===== src/rtl/lcd_bus_reader.sv =====
// rtl/lcd_bus_reader.sv - timed HD44780 read-cycle controller with optional busy-flag polling
module lcd_bus_reader #(
    parameter int T_SETUP   = 4,
    parameter int T_EN_HIGH = 25,
    parameter int T_HOLD    = 4,
    parameter int T_RECOVER = 50,
    parameter int POLL_MAX  = 1000
) (
    input  logic       clk,
    input  logic       rst_n,
    input  logic       req,
    input  logic       req_rs,
    input  logic       req_poll,
    output logic       ready,
    output logic       done,
    output logic       timeout,
    output logic [7:0] rd_data,
    output logic       busy_flag,
    output logic [6:0] addr_cnt,
    input  logic [7:0] lcd_db_in,
    output logic       lcd_db_oe,
    output logic       lcd_rs,
    output logic       lcd_rw,
    output logic       lcd_en
);
    localparam int M1   = (T_SETUP > T_EN_HIGH) ? T_SETUP : T_EN_HIGH;
    localparam int M2   = (T_HOLD > T_RECOVER) ? T_HOLD : T_RECOVER;
    localparam int MAXT = (M1 > M2) ? M1 : M2;
    localparam int CW   = $clog2(MAXT + 1);
    localparam int PW   = $clog2(POLL_MAX + 1);

    typedef enum logic [2:0] {
        S_IDLE,
        S_SETUP,
        S_EN_HIGH,
        S_HOLD,
        S_RECOVER
    } state_t;

    state_t        state_q, state_d;
    logic [CW-1:0] cnt_q, cnt_d;
    logic [PW-1:0] pcnt_q;
    logic          rs_q, rs_d;
    logic          poll_q;
    logic [7:0]    d_q;
    logic [7:0]    rd_data_q;
    logic          bf_q, timeout_q, done_q;
    logic [6:0]    ac_q;
    logic          en_q, rw_q, rsout_q, oe_q;
    logic          last, follow, accept, drive_d;

    assign last   = (cnt_q == '0);
    assign follow = poll_q && d_q[7] && (pcnt_q < PW'(POLL_MAX));
    assign accept = (state_q == S_IDLE) && req;
    assign rs_d   = accept ? (req_poll ? 1'b0 : req_rs) : rs_q;

    always_comb begin
        state_d = state_q;
        cnt_d   = cnt_q;
        case (state_q)
            S_IDLE: begin
                if (req) begin
                    state_d = S_SETUP;
                    cnt_d   = CW'(T_SETUP - 1);
                end
            end
            S_SETUP: begin
                if (last) begin
                    state_d = S_EN_HIGH;
                    cnt_d   = CW'(T_EN_HIGH - 1);
                end else begin
                    cnt_d = cnt_q - 1'b1;
                end
            end
            S_EN_HIGH: begin
                if (last) begin
                    state_d = S_HOLD;
                    cnt_d   = CW'(T_HOLD - 1);
                end else begin
                    cnt_d = cnt_q - 1'b1;
                end
            end
            S_HOLD: begin
                if (last) begin
                    state_d = S_RECOVER;
                    cnt_d   = CW'(T_RECOVER - 1);
                end else begin
                    cnt_d = cnt_q - 1'b1;
                end
            end
            S_RECOVER: begin
                if (last) begin
                    state_d = follow ? S_SETUP : S_IDLE;
                    cnt_d   = follow ? CW'(T_SETUP - 1) : '0;
                end else begin
                    cnt_d = cnt_q - 1'b1;
                end
            end
            default: begin
                state_d = S_IDLE;
                cnt_d   = '0;
            end
        endcase
    end

    // Bus stays claimed through RECOVER when a further poll read is already known to follow
    assign drive_d = (state_d == S_SETUP) || (state_d == S_EN_HIGH) || (state_d == S_HOLD) ||
                     ((state_d == S_RECOVER) && follow);

    always_ff @(posedge clk or negedge rst_n) begin
        if (!rst_n) begin
            state_q <= S_IDLE;
            cnt_q   <= '0;
        end else begin
            state_q <= state_d;
            cnt_q   <= cnt_d;
        end
    end

    always_ff @(posedge clk or negedge rst_n) begin
        if (!rst_n) begin
            rs_q      <= 1'b0;
            poll_q    <= 1'b0;
            pcnt_q    <= '0;
            d_q       <= 8'h00;
            rd_data_q <= 8'h00;
            bf_q      <= 1'b1;
            ac_q      <= 7'h00;
            timeout_q <= 1'b0;
            done_q    <= 1'b0;
            en_q      <= 1'b0;
            rw_q      <= 1'b0;
            rsout_q   <= 1'b0;
            oe_q      <= 1'b1;
        end else begin
            rs_q <= rs_d;
            if (accept) begin
                poll_q    <= req_poll;
                timeout_q <= 1'b0;
                pcnt_q    <= PW'(1);
            end
            // Sample on the edge that ends EN_HIGH; results appear from the first HOLD cycle
            if ((state_q == S_EN_HIGH) && last) begin
                d_q       <= lcd_db_in;
                rd_data_q <= lcd_db_in;
                if (!rs_q) begin
                    bf_q <= lcd_db_in[7];
                    ac_q <= lcd_db_in[6:0];
                end
            end
            if ((state_q == S_RECOVER) && last) begin
                if (follow) begin
                    pcnt_q <= pcnt_q + 1'b1;
                end else if (poll_q && d_q[7]) begin
                    timeout_q <= 1'b1;
                end
            end
            done_q  <= (state_q == S_RECOVER) && last && !follow;
            en_q    <= (state_d == S_EN_HIGH);
            rw_q    <= drive_d;
            rsout_q <= drive_d && rs_d;
            oe_q    <= !drive_d;
        end
    end

    assign ready     = (state_q == S_IDLE);
    assign done      = done_q;
    assign timeout   = timeout_q;
    assign rd_data   = rd_data_q;
    assign busy_flag = bf_q;
    assign addr_cnt  = ac_q;
    assign lcd_db_oe = oe_q;
    assign lcd_rs    = rsout_q;
    assign lcd_rw    = rw_q;
    assign lcd_en    = en_q;
endmodule


===== config.mk =====
export PLATFORM = sky130hd
export DESIGN_NAME = lcd_bus_reader
export DESIGN_NICKNAME = d
export VERILOG_FILES = /design/src/rtl/lcd_bus_reader.sv
export SDC_FILE = /design/constraint.sdc
export NUM_CORES = 1
export LEC_CHECK = 0
export BUFFER_PORTS_ARGS = -buffer_cell sky130_fd_sc_hd__buf_2
export CAP_MARGIN = 10
export CORE_ASPECT_RATIO = 0.75
export CORE_MARGIN = 10
export CORE_UTILIZATION = 35
export CTS_CLUSTER_DIAMETER = 200
export CTS_CLUSTER_SIZE = 8
export DETAILED_ROUTE_END_ITERATION = 6
export PLACE_DENSITY = 0.62
export SYNTH_ARGS = -nofsm -noshare
export SYNTH_HDL_FRONTEND = slang
export SYNTH_SLANG_ARGS = --single-unit

===== constraint.sdc =====
create_clock -name clk -period 2.3 [get_ports clk]
set_input_delay 0.575 -clock clk [delete_from_list [all_inputs] [get_ports clk]]
set_output_delay 0.575 -clock clk [all_outputs]
set_load 0.02 [all_outputs]

==> metrics.yaml <==
run_status:
  status: "finished, final reports clean"
routing:
  drt_iter0_markers: 138
  num_vias: 1638
  drc_errors: 0
  wl_met1_um: 2750
  first_pass_iters: 4
  drt-total-wl_um: 5000
  viasPerCell: 5.10
  dr_wl_met2_um: 1900
  drt.antenna.violating_nets: 0
  route.met3.wl_um: 320
  top_layer_used: "met4"
  wl_per_cell_um: 15.6
synth:
  synthesis.instances: 199
  ys_seq_area_share_pct: 49.6
  ys_ff_latch: 43
  synth_ff_type: "dfrtp_1"
  syn_nets: 214
  yosys.area.top_type_share_pct: 47.2
  synth_area_mm2: 0.00218
  synth_edf_count: 0
  ys_warn_count: 0
  yosys.area.top_type: "dfrtp_1"
  synth_common_cells: "dfrtp_1, mux2_2, nand2_1"
  synth_cell_types: 47
  asyncSetResetFlopFracSynth_pct: 100
  postSynthAreaPerCell_um2: 10.9
  synth_most_common_cell: "dfrtp_1"
  yosys-top-cells-area: "dfrtp_1, mux2_2, mux2i_1"
global_route:
  grt.overflow.total: 0
  antenna_found_initial: 0
  grt_usage_pct: 10.2
  grt_pass1_vias: 1610
  grt_max_degree: 44
  grt_pass1_wl_um: 8250
placed_design:
  placedCellCount: 313
  dpl_worst_slack_ns: 0.132
  io_buffers: 35
  gp_congestion: 0.868
  hpwl_um: 3660
pwr:
  vdd_drop_max_mv: 0.321
  power_density_mw_per_mm2: 1280
  total_leakage_power_nw: 1.20
worst_hold_path:
  hold_class: "in -> async"
clock_network:
  cts.clk_slew.worst_paths_ns: 0.09
  htree_levels: 2
  cts.sinks: 43
  cts-root-buf: "clkbuf_8"
  clock_latency_ns: 0.30
  cts_buffer_depth: 2
  cts_made_buffers: 5
  cts_tree: "yes"
finish:
  synthToLayoutAreaGrowth_pct: 18.6
  fin_cells: 321
  register_area_mm2: 0.00108
  nFillCells: 585
  fin_util_pct: 43.6
  multi_input_area_mm2: 0.00104
  finalNetCount: 257
  drive_gt1_share_pct: 34.2
  n_antenna_cell: 0
worst_setup_path:
  cp-end-kind: "output pin"
  critical_path_arrival_ns: 1.62
  cp_max_fo: 10
  timing.rr.start: "cnt_q[0]"
  cp-start-kind: "flop"
  crit_slowest_cell: "dfrtp_1"
  slowest_delay_ns: 0.48
  cp_cell_sequence: "buf_4 > or3_1 > inv_1 > buf_2"
  crit_start: "state_q[0]"
  critPathBufInv: 3
  crit_family: "flip-flops"
  cp.required_ns: 1.73
  critPathKind: "reg -> out"
floorplan:
  die_y_um: 88.3
  rows: 24
  fp.dieArea_mm2: 0.00980
  core_area_mm2: 0.00592
  die_w_um: 111
  initial_utilization_pct: 36.8
  num_io_pins: 36
sta:
  hold_viol_final: 0
  worst-slew-pin-transition_ns: 0.780
  fin_skew_ns: 0.00884
  drv_slew: 0
  whs_ns: 0.343
  setup_tns_ns: 0
  period_share_pct: 95.6
  worst_slack_ns: 0.100
  setup_viol: 0
  fmax_ghz: 0.455
  rsz0062_at_grt: "no"
  slew-limit-headroom_pct: 47.5
  finalCriticalPeriod_ns: 2.20
run:
  drv_cap: 0
[final timing paths]
kind                               to  slack, ns  cells after the start
hold reg to reg            rd_data[3]       0.51                      1
min in group clk           rd_data[3]       0.51                      1
setup reg to reg             cnt_q[1]       0.20                      6
setup / recovery                ready       0.10                      4
max in group asynchronous   lcd_db_oe       1.59                      2
hold / removal             state_q[2]       0.34                      2
[routing by layer]
layer  up-vias  track usage (%)
met3         5             3.65
met1       764             15.1
met4         0             3.26
li1        820                -
met2        49             13.1
met5         -                0
[stage by stage]
step | power [W] | instance area [µm²]
2_1_floorplan | 0.00234 | 2180
3_3_place_gp | 0.00280 | 2480
3_5_place_dp | 0.00281 | 2480
4_1_cts | 0.00332 | 2570
5_1_grt | 0.00355 | 2580
6_report | 0.00331 | 2580
[power breakdown]
group	switching, W	leakage, nW	internal [W]
sequential	0.000278	0.542	0.00106
combinational	0.000827	0.617	0.000638
clock	0.000285	0.0408	0.000217
[cells by family after synthesis]
logic type | share of synthesized area [%]
and+or+nand+nor | 22.3
AOI/OAI and AO/OA | 9.66
buffers and inverters | 3.16
adders and majority gates | 1.15
muxes | 12.5
DFF | 49.6
xor gates and xnor gates | 1.61
[cell type report]
class	count	area share, %
flip-flops and latches	43	41.8
multi-input cells	141	40.3
repair buffers	45	9.70
well taps	78	3.78
clock buffers	5	2.67
clock inverters	3	0.921
inverters	6	0.873
[what timing repair did]
action | CTS | global route
resized for setup | 0 | 2
hold buffers | 0 | 0
endpoints found under the hold margin | 0 | 0
endpoints found under the setup margin | 0 | 6
setup buffers | 0 | 0
[registers in the layout, summed over array words and instances, names as in the netlist, 3 cells and up]
name / count
state_q: 3
rd_data: 8
pcnt_q: 10
addr_cnt: 7
cnt_q: 6
[layout by cell type, fill, tap and decap left out, drive strengths merged, types with 2 or more instances in the layout]
| cell | netlist | layout |
|---|---|---|
| dfstp | 2 | 2 |
| dfrtp | 41 | 41 |
| clkinvlp | 0 | 2 |
| buf | 3 | 45 |
| nor4b | 4 | 4 |
| ha | 2 | 2 |
| and4 | 2 | 2 |
| a31oi | 3 | 3 |
| or4b | 4 | 4 |
| o31ai | 2 | 2 |
| inv | 6 | 7 |
| a21oi | 4 | 4 |
| nand2b | 5 | 5 |
| o211ai | 3 | 3 |
| mux2 | 18 | 18 |
| nor3 | 3 | 3 |
| nand3 | 12 | 12 |
| o311ai | 2 | 2 |
| nand2 | 17 | 17 |
| clkbuf | 6 | 5 |
| xor2 | 3 | 3 |
| o21ai | 9 | 9 |
| and3 | 2 | 2 |
| mux2i | 7 | 7 |
| nor2b | 2 | 2 |
| nand4 | 6 | 6 |
| nor2 | 13 | 13 |
| nor4 | 3 | 3 |
| o2bb2ai | 2 | 2 |
Note: power is estimated with default switching activity, not from simulation.
